$ cat config.mk
export PLATFORM = sky130hd
export DESIGN_NAME = jk_modn_counter_flat
export DESIGN_NICKNAME = d
export VERILOG_FILES = /design/src/rtl/jk_modn_counter_if.sv /design/src/rtl/jk_modn_counter.sv /design/src/flat_wrapper.sv
export SDC_FILE = /design/constraint.sdc
export NUM_CORES = 1
export LEC_CHECK = 0
export CORE_AREA = 2 2 39 41
export CTS_CLUSTER_DIAMETER = 30
export DETAILED_ROUTE_END_ITERATION = 16
export DIE_AREA = 0 0 41 43
export GPL_ROUTABILITY_DRIVEN = 0
export GPL_TIMING_DRIVEN = 0
export PLACE_DENSITY = 0.75
export RECOVER_POWER = 25
export SLEW_MARGIN = 40
export SYNTH_ARGS = -nofsm -noshare
export SYNTH_HDL_FRONTEND = slang
export SYNTH_SLANG_ARGS = --single-unit
$ cat constraint.sdc
create_clock -name clk -period 6.3 [get_ports clk]
set_input_delay 1.89 -clock clk [delete_from_list [all_inputs] [get_ports clk]]
set_output_delay 1.89 -clock clk [all_outputs]
set_load 0.01 [all_outputs]
$ cat src/rtl/jk_modn_counter_if.sv
// Control and status bundle for one jk_modn_counter digit.
// The master drives count controls; the slave (the counter) returns count and flags.
interface jk_modn_counter_if #(
  parameter int WIDTH = 4
);
  logic             en;
  logic             up_dn;
  logic             load;
  logic [WIDTH-1:0] d;
  logic [WIDTH-1:0] q;
  logic             tc;
  logic             wrap;

  modport master (output en, up_dn, load, d, input q, tc, wrap);
  modport slave  (input en, up_dn, load, d, output q, tc, wrap);
endinterface

$ cat src/rtl/jk_modn_counter.sv
// Modulo-N up/down counter built from per-bit JK stages (j = k = toggle).
// tc is combinational for cascading; wrap is a registered one-cycle pulse.
module jk_modn_counter #(
  parameter int WIDTH  = 4,
  parameter int MODULO = 10
) (
  input  logic            clk,
  input  logic            rst_n,
  jk_modn_counter_if.slave bus
);
  localparam logic [WIDTH-1:0] MAX_VAL = WIDTH'(MODULO - 1);
  localparam logic [WIDTH:0]   MOD_EXT = (WIDTH + 1)'(MODULO);

  logic [WIDTH-1:0] q_s;
  logic [WIDTH-1:0] next_s;
  logic [WIDTH-1:0] j_s;
  logic [WIDTH-1:0] k_s;
  logic             wrap_next_s;
  logic             wrap_r;
  logic             at_max_s;
  logic             at_zero_s;

  assign at_max_s  = (q_s == MAX_VAL);
  assign at_zero_s = (q_s == {WIDTH{1'b0}});

  // Next-count select with priority load > en > hold
  always_comb begin
    next_s      = q_s;
    wrap_next_s = 1'b0;
    if (bus.load) begin
      if ({1'b0, bus.d} < MOD_EXT) begin
        next_s = bus.d;
      end else begin
        next_s = MAX_VAL;
      end
    end else if (bus.en) begin
      if (bus.up_dn) begin
        // Out-of-range states also fold back to zero on an up count
        if (q_s >= MAX_VAL) begin
          next_s      = {WIDTH{1'b0}};
          wrap_next_s = 1'b1;
        end else begin
          next_s = q_s + WIDTH'(1);
        end
      end else begin
        if (at_zero_s) begin
          next_s      = MAX_VAL;
          wrap_next_s = 1'b1;
        end else begin
          next_s = q_s - WIDTH'(1);
        end
      end
    end else begin
      next_s = q_s;
    end
  end

  assign j_s = q_s ^ next_s;
  assign k_s = q_s ^ next_s;

  for (genvar i = 0; i < WIDTH; i++) begin : g_stage
    logic stage_r;

    // JK flip-flop stage for bit i
    always_ff @(posedge clk or negedge rst_n) begin
      if (!rst_n) begin
        stage_r <= 1'b0;
      end else begin
        case ({j_s[i], k_s[i]})
          2'b00:   stage_r <= stage_r;
          2'b01:   stage_r <= 1'b0;
          2'b10:   stage_r <= 1'b1;
          2'b11:   stage_r <= ~stage_r;
          default: stage_r <= stage_r;
        endcase
      end
    end

    assign q_s[i] = stage_r;
  end

  // Wrap pulse register
  always_ff @(posedge clk or negedge rst_n) begin
    if (!rst_n) begin
      wrap_r <= 1'b0;
    end else begin
      wrap_r <= wrap_next_s;
    end
  end

  assign bus.q    = q_s;
  assign bus.wrap = wrap_r;
  assign bus.tc   = bus.en & ~bus.load &
                    ((bus.up_dn & at_max_s) | (~bus.up_dn & at_zero_s));
endmodule

$ cat src/flat_wrapper.sv
// flat-port wrapper written by rule: the top's interface ports become plain ports
module jk_modn_counter_flat 
#(
  parameter int WIDTH  = 4,
  parameter int MODULO = 10
)
  (clk, rst_n, bus_en, bus_up_dn, bus_load, bus_d, bus_q, bus_tc, bus_wrap);
  jk_modn_counter_if #(.WIDTH(WIDTH)) bus_i ();
  input  logic clk;
  input  logic rst_n;
  input wire logic [$bits(bus_i.en)-1:0] bus_en;
  input wire logic [$bits(bus_i.up_dn)-1:0] bus_up_dn;
  input wire logic [$bits(bus_i.load)-1:0] bus_load;
  input wire logic [$bits(bus_i.d)-1:0] bus_d;
  output wire logic [$bits(bus_i.q)-1:0] bus_q;
  output wire logic [$bits(bus_i.tc)-1:0] bus_tc;
  output wire logic [$bits(bus_i.wrap)-1:0] bus_wrap;
  assign bus_i.en = bus_en;
  assign bus_i.up_dn = bus_up_dn;
  assign bus_i.load = bus_load;
  assign bus_i.d = bus_d;
  assign bus_q = bus_i.q;
  assign bus_tc = bus_i.tc;
  assign bus_wrap = bus_i.wrap;
  jk_modn_counter #(.WIDTH(WIDTH), .MODULO(MODULO)) u_core (.clk(clk), .rst_n(rst_n), .bus(bus_i));
endmodule
### Word level (Yosys, flattened, before mapping)

Cells that the tools add are included.

| cells by class | value |
|---|---|
| multipliers | 0 |
| muxes and demuxes | 15 |
| add/sub/neg operators | 2 |
| div/mod/pow operators | 0 |
| bitwise logic cells | 12 |
| reductions and logical operators | 5 |
| order comparisons | 2 |
| shift-type cells | 0 |
| equality and inequality tests | 13 |

Operator list:

| cell | count |
|---|---|
| $mux W4 | 6 |
| $eq A2 B2 Y1 const B | 8 |
| $pmux W1 S3 | 4 |
| $eq A2 B1 Y1 const B | 4 |
| $logic_not A2 Y1 | 4 |
| $not A1 Y1 | 6 |
| $mux W1 | 5 |
| $add A4 B1 Y4 const B | 1 |
| $and A1 B1 Y1 | 4 |
| $eq A4 B4 Y1 const B | 1 |
| $ge A4 B4 Y1 const B | 1 |
| $logic_not A4 Y1 | 1 |
| $lt A4 B4 Y1 const B | 1 |
| $sub A4 B1 Y4 const B | 1 |
| $xor A4 B4 Y4 | 1 |
| $or A1 B1 Y1 | 1 |

| storage, ports and cells | value |
|---|---|
| latch bits | 0 |
| bits of input ports | 9 |
| RAM bits | 0 |
| memories | 0 |
| logic and storage cells | 54 |
| ROM bits | 0 |
| flip-flop bits (word level) | 5 |

### Depth between registers and ports, before layout

Gate-level depths: netlist of the first run.

| depth | value |
|---|---|
| word-level depth | 8 |
| gate-level depth with buffers | 8 |
| gate-level depth less buffers | 8 |

### Worst setup path after synthesis of the first run

No wires, ideal clock.

| timing | value |
|---|---|
| kind | input -> output |
| from | input port bus_up_dn |
| to | output port bus_tc |
| stages | 4 |
| arrival time | 2627 ps |
| setup slack | 1783 ps |
| cells stage by stage | buf_2 > nor2_1 > or3_1 > a21oi_1 |

| on the way | value |
|---|---|
| cells in the longest elaborated chain, start to end | 4 |

RTL lines:

| item | RTL line | text |
|---|---|---|
| start, declared | flat_wrapper.sv:12 | `input wire logic [$bits(bus_i.up_dn)-1:0] bus_up_dn;` |
| $not A1 Y1 | jk_modn_counter.sv:94 | `((bus.up_dn & at_max_s) \| (~bus.up_dn & at_zero_s));` |
| $and A1 B1 Y1 | jk_modn_counter.sv:94 |  |
| $or A1 B1 Y1 * | jk_modn_counter.sv:94 |  |
| $and A1 B1 Y1 * | jk_modn_counter.sv:93 | `assign bus.tc = bus.en & ~bus.load &` |
| end, declared | flat_wrapper.sv:16 | `output wire logic [$bits(bus_i.tc)-1:0] bus_tc;` |

Every way passes the cells marked *; elsewhere a longest branch is shown, timed or not.

### Worst setup path after layout of the first run

| timing | value |
|---|---|
| from | input port bus_en |
| to | output port bus_tc |

| on the way | value |
|---|---|
| cells in the longest elaborated chain, start to end | 2 |

RTL lines:

| item | RTL line | text |
|---|---|---|
| start, declared | flat_wrapper.sv:11 | `input wire logic [$bits(bus_i.en)-1:0] bus_en;` |
| $and A1 B1 Y1 (2 in a row) | jk_modn_counter.sv:93 |  |

No other way between the ends.

==> flow_metrics.tcl, run 1 <==
set metrics [dict create \
    outcome "complete, no violations" \
    antenna_found_initial 0 \
    ir_worst_vdd_mv 0.268 \
    power.switching_mw 0.127 \
    syn-num-nets 89 \
    synth-seq-cells 5 \
    vias 581 \
    final.period_utilization 0.882 \
    critical_path_class "primary input to output port" \
    numCtsBuffers 3 \
    r2r_cells 8 \
    via_per_inst 5.48 \
    cp.required_ns 4.41 \
    p_leak_nw 0.360 \
    whs_path_depth 2 \
    slew-limit-headroom 0.770 \
    cp.buffers_inverters 3 \
    cts_hold_buf 0 \
    cts.repair.resized 0 \
    synth_cell_types 33 \
    ant_nets 0 \
    grt_max_degree 12 \
    period_minus_slack_ns 5.56 \
    synth-async-reset-ratio 1.00 \
    endpoint_kind "output port" \
    power.density_nw_per_um2 390 \
    crit_top_cell "clkdlybuf4s50_1" \
    core-area_sq_um 1380 \
    setup_violations 0 \
    fmax_mhz 180 \
    hp-start "u_core.g_stage[2].stage_r" \
    yosysSeqAreaShare 0.204 \
    finalInstanceArea_sq_um 801 \
    cts_tree "built" \
    slew_viol_final 0 \
    pwr-share-clk 0.115 \
    pwr-share-comb 0.676 \
    cts.clk_slew.worst_paths_ns 0.04 \
    post_drt_wl_per_cell_um 12.1 \
    drv_cap 0 \
    synth_warnings 0 \
    totalWireLength_um 1280 \
    grt_pass1_vias 556 \
    max-clock-path-buffers 2 \
    p_total_mw 0.312 \
    nNetsFinal 108 \
    syn_inst 72 \
    crit_slowest_cell "clkdlybuf4s50_1" \
    hold_violations 0 \
    fin_worst_skew_ns 0.00414 \
    synth_flop_cell "dfrtp_1" \
    grt_overflow 0 \
    critPathLaunchType "primary input" \
    crit_chain "clkdlybuf4s50_1, inv_1, or3_1, a21oi_1, clkdlybuf4s50_1" \
    cp.depth 5 \
    arrival_ns 3.67 \
    grt_use_total 0.183 \
    switching_share 0.406 \
    row_count 14 \
    area_growth_pct 30.3 \
    post_cts_buffers 0 \
    synth.avg_cell_area_sq_um 8.53 \
    clkSinkCount 5 \
    intPower_mw 0.185 \
    hp-class "flip-flop to flip-flop" \
    worstMarginPinSlew_ns 0.345 \
    die_h_um 43 \
    layout_commonest_cell "clkdlybuf4s50_1" \
    dp_hpwl_um 1040 \
    synth.cell_area_sq_um 614 \
    drive_gt1_frac 0.178 \
    synth_edf_count 0 \
    dieArea_sq_um 1760 \
    fillers 128 \
    r2r_end "u_core.g_stage[3].stage_r" \
    cts-root-buf "clkbuf_4" \
    insertion_delay_ns 0.24 \
    rsz0062_at_grt "no" \
    numPortBuffers 14 \
    critPathMaxFanout 5 \
    r2r_start "u_core.g_stage[1].stage_r" \
    pwr-share-seq 0.209 \
    final_core_util 0.579 \
    grt_pass1_wl_um 2260 \
    htree_num_levels 1 \
    slowest_delay_ns 0.55 \
    whs_ns 0.725 \
    drc 0 \
    fin_tns_setup_ns 0 \
    n_antenna_cell 0 \
    dr.pass1.iters 4 \
    critical-path-top-delay-family "buffers and inverters" \
    dpl_cell_area_sq_um 774 \
    reg2reg_slack_ns 3.82 \
    min_to "u_core.g_stage[2].stage_r" \
    ios 15 \
    die_x_um 41 \
    final_cell_mix "clkdlybuf4s50_1, ha_1, a21oi_1" \
    dr.first_iter.drc_count 18 \
    initial_core_util 0.444 \
]
## how the worst max path moves through the flow
stage | startpoint | endpoint | slack (ns)
floorplan | bus_up_dn | bus_tc | 1.78
global placement | bus_en | bus_tc | 0.76
detailed placement | bus_en | bus_tc | 0.76
CTS | bus_en | bus_tc | 0.76
global route | bus_en | bus_tc | 0.66
finish | bus_en | bus_tc | 0.74
## worst reg2reg max path, stage by stage, from the launching register on
cell	delay [ns]
dfrtp_1	0.50
inv_1	0.15
ha_1	0.25
or3b_2	0.49
a21oi_1	0.15
o211ai_1	0.11
a21oi_1	0.19
ha_1	0.26
mux2_2	0.27
## kinds of logic after synthesis
group	Yosys count	synth area share
buffers and inverters	12	0.108
and+or+nand+nor	19	0.193
AOI/OAI and AO/OA	24	0.259
muxes	4	0.0733
DFF	5	0.204
adders and majority gates	8	0.163
## routing by layer
| metal | wire, um | up-vias | track usage |
|---|---|---|---|
| met1 | 612 | 276 | 0.231 |
| met2 | 649 | 7 | 0.309 |
| met4 | 0 | 0 | 0.0400 |
| met3 | 22 | 0 | 0.0314 |
| met5 | 0 | - | 0 |
| li1 | - | 298 | - |
## sequential cells by signal, summed over array words and instances (netlist names)
| signal | count |
|---|---|
| u_core.bus.wrap | 1 |
| u_core.g_stage.stage_r | 4 |
## synth_stat cells, drive strengths merged, types with 2 or more instances
| cell type | n | area [sq um] |
|---|---|---|
| o21ai | 4 | 20.0 |
| o211ai | 2 | 15.0 |
| mux2 | 4 | 45.0 |
| nor2b | 3 | 18.8 |
| ha | 8 | 100 |
| dfrtp | 5 | 125 |
| nor2 | 3 | 11.3 |
| a21oi | 7 | 35.0 |
| nand2b | 3 | 18.8 |
| buf | 7 | 47.6 |
| inv | 5 | 18.8 |
## metrics by stage
step           std cells  worst slack (ns)
3_5_place_dp         102             0.761
4_1_cts              106             0.755
3_3_place_gp         102             0.760
6_report             106             0.740
2_1_floorplan         72              1.78
5_1_grt              106             0.664
## cell type report
| type | count | area, sq um | area share |
|---|---|---|---|
| plain buffers | 7 | 47.5 | 0.0594 |
| inverters | 5 | 18.8 | 0.0234 |
| multi-input cells | 55 | 423 | 0.528 |
| clock buffers | 4 | 26.3 | 0.0328 |
| flip-flops and latches | 5 | 125 | 0.156 |
| repair buffers | 14 | 140 | 0.175 |
| well taps | 16 | 20.0 | 0.0250 |
## power by group through the flow
stage / clock network (mW) / logic (mW) / registers (mW)
floorplan: 0 / 0.155 / 0.0592
global placement: 0 / 0.207 / 0.0642
detailed placement: 0 / 0.211 / 0.0655
CTS: 0.0376 / 0.212 / 0.0651
global route: 0.0400 / 0.238 / 0.0686
finish: 0.0360 / 0.211 / 0.0652
Power figures use the tool's default switching activity.
==> run 2, diff against run 1 <==
CORE_AREA = 4 4 41 43   (was 2 2 39 41)
DIE_AREA = 0 0 45 47   (was 0 0 41 43)
==> run 2 against run 1 <==
Net effect:
- global-route usage fell by 3.5 points
- largest power group unchanged
- die area rose by 20%
- combinational power barely moved
- wire length rose by 1.7%
- via count fell by 2.4%
- cell count fell by 0.94%
- clock-buffer cell count did not move
- flip-flop and latch count did not move
- non-clock buffer count did not move
- first-iteration DRC count fell by 83%
- sequential power fell by 0.8%
- register-to-register slack got worse by 0.02 ns
==> flow_metrics.tcl, run 2 (synthesis results as in run 1) <==
set metrics [dict create \
    cp.depth 5 \
    cts-root-buf "clkbuf_4" \
    post_cts_buffers 0 \
    setup_violations 0 \
    post_drt_wl_per_cell_um 12.4 \
    grt_max_degree 12 \
    regMostFlops "u_core.g_stage.stage_r" \
    r2r_end "u_core.g_stage[0].stage_r" \
    grt_use_total 0.148 \
    outcome "complete, no violations" \
    ios 15 \
    hp-class "flip-flop to flip-flop" \
    crit_slowest_cell "clkdlybuf4s50_1" \
    grt_pass1_wl_um 2280 \
    cts_tree "built" \
    ant_nets 0 \
    endpoint_kind "output port" \
    crit_top_cell "clkdlybuf4s50_1" \
    whs_path_depth 2 \
    cts_hold_buf 0 \
    hp-start "u_core.g_stage[2].stage_r" \
    rsz0062_at_grt "no" \
    p_leak_nw 0.360 \
    layout_commonest_cell "clkdlybuf4s50_1" \
    initial_core_util 0.472 \
    critPathMaxFanout 5 \
    totalWireLength_um 1310 \
    nNetsFinal 108 \
    drive_gt1_frac 0.178 \
    cp.buffers_inverters 3 \
    drc 0 \
    critical-path-top-delay-family "buffers and inverters" \
    area_growth_pct 30.1 \
    cts.clk_slew.worst_paths_ns 0.04 \
    final.period_utilization 0.880 \
    final_core_util 0.614 \
    clkSinkCount 5 \
    numPortBuffers 14 \
    grt_pass1_vias 555 \
    fmax_mhz 180 \
    fin_worst_skew_ns 0.000530 \
    power.density_nw_per_um2 392 \
    arrival_ns 3.65 \
    n_antenna_cell 0 \
    worstMarginPinSlew_ns 0.331 \
    die_h_um 47 \
    ir_worst_vdd_mv 0.264 \
    dp_hpwl_um 1070 \
    via_per_inst 5.40 \
    cts.repair.resized 0 \
    cp.required_ns 4.41 \
    final_cell_mix "clkdlybuf4s50_1, ha_1, a21oi_1" \
    die_x_um 45 \
    vias 567 \
    drv_cap 0 \
    critical_path_class "primary input to output port" \
    dr.pass1.iters 4 \
    r2r_cells 8 \
    r2r_start "u_core.g_stage[1].stage_r" \
    antenna_found_initial 0 \
    min_to "u_core.g_stage[2].stage_r" \
    core-area_sq_um 1300 \
    p_total_mw 0.313 \
    period_minus_slack_ns 5.54 \
    critPathLaunchType "primary input" \
    dr.first_iter.drc_count 3 \
    slew_viol_final 0 \
    hold_violations 0 \
    crit_chain "clkdlybuf4s50_1, inv_1, or3_1, a21oi_1, clkdlybuf4s50_1" \
    row_count 13 \
    numCtsBuffers 3 \
    max-clock-path-buffers 2 \
    dieArea_sq_um 2120 \
    insertion_delay_ns 0.23 \
    grt_overflow 0 \
    fillers 127 \
    slowest_delay_ns 0.55 \
    htree_num_levels 1 \
    fin_tns_setup_ns 0 \
    reg2reg_slack_ns 3.80 \
    largest_register_ffs 4 \
    slew-limit-headroom 0.780 \
]
## run 2: area by class of cell
cell class,instances,area [sq um],share of cell area
multi-input cells,55,423,0.529
clock buffers,4,26.3,0.0329
well taps,15,18.8,0.0235
inverters,5,18.8,0.0235
plain buffers,7,47.5,0.0595
flip-flops and latches,5,125,0.156
repair buffers,14,140,0.175
## run 2: per-layer routing
layer  wire length, um  global-route usage  vias up
met5                 0                   0        -
met4                 2              0.0760        0
met3                47              0.0345        2
met2               598               0.229       13
met1               656               0.193      254
li1                  -                   -      298
## run 2: report_power, final
part	leakage [nW]	internal, mW	switching [mW]	total, mW
Combinational	0.281	0.117	0.0965	0.213
Clock	0.0150	0.0238	0.0114	0.0352
Sequential	0.0642	0.0446	0.0201	0.0647
## run 2: metrics by stage
stage / hold slack [ns] / area (sq um) / instances / setup WS (ns)
final: 0.727 / 800 / 105 / 0.755
after global routing: 0.765 / 800 / 105 / 0.622
after CTS: 0.738 / 800 / 105 / 0.760
after detailed placement: 0.730 / 773 / 101 / 0.783
after global placement: 0.715 / 773 / 101 / 0.745
after floorplan: 0.626 / 614 / 72 / 1.78
## run 2: how the worst max path moves through the flow
| stage | endpoint | from |
|---|---|---|
| after floorplan | bus_tc | bus_up_dn |
| after global placement | bus_tc | bus_en |
| after detailed placement | bus_tc | bus_en |
| after CTS | bus_tc | bus_en |
| after global routing | bus_tc | bus_en |
| final | bus_tc | bus_en |
## run 2: tightest hold or removal path, delay by kind of cell, from the launching register on
kind / cells / cell delay, ns
buf+inv: 1 / 0.17
flops: 1 / 0.37
mux: 1 / 0.15
==> run 3, diff against run 2 <==
CORE_AREA = 2 2 39 41   (was 4 4 41 43)
DIE_AREA = 0 0 41 43   (was 0 0 45 47)
==> results of run 3 <==
The final DEF is identical to that of run 1; final timing and power are the same.
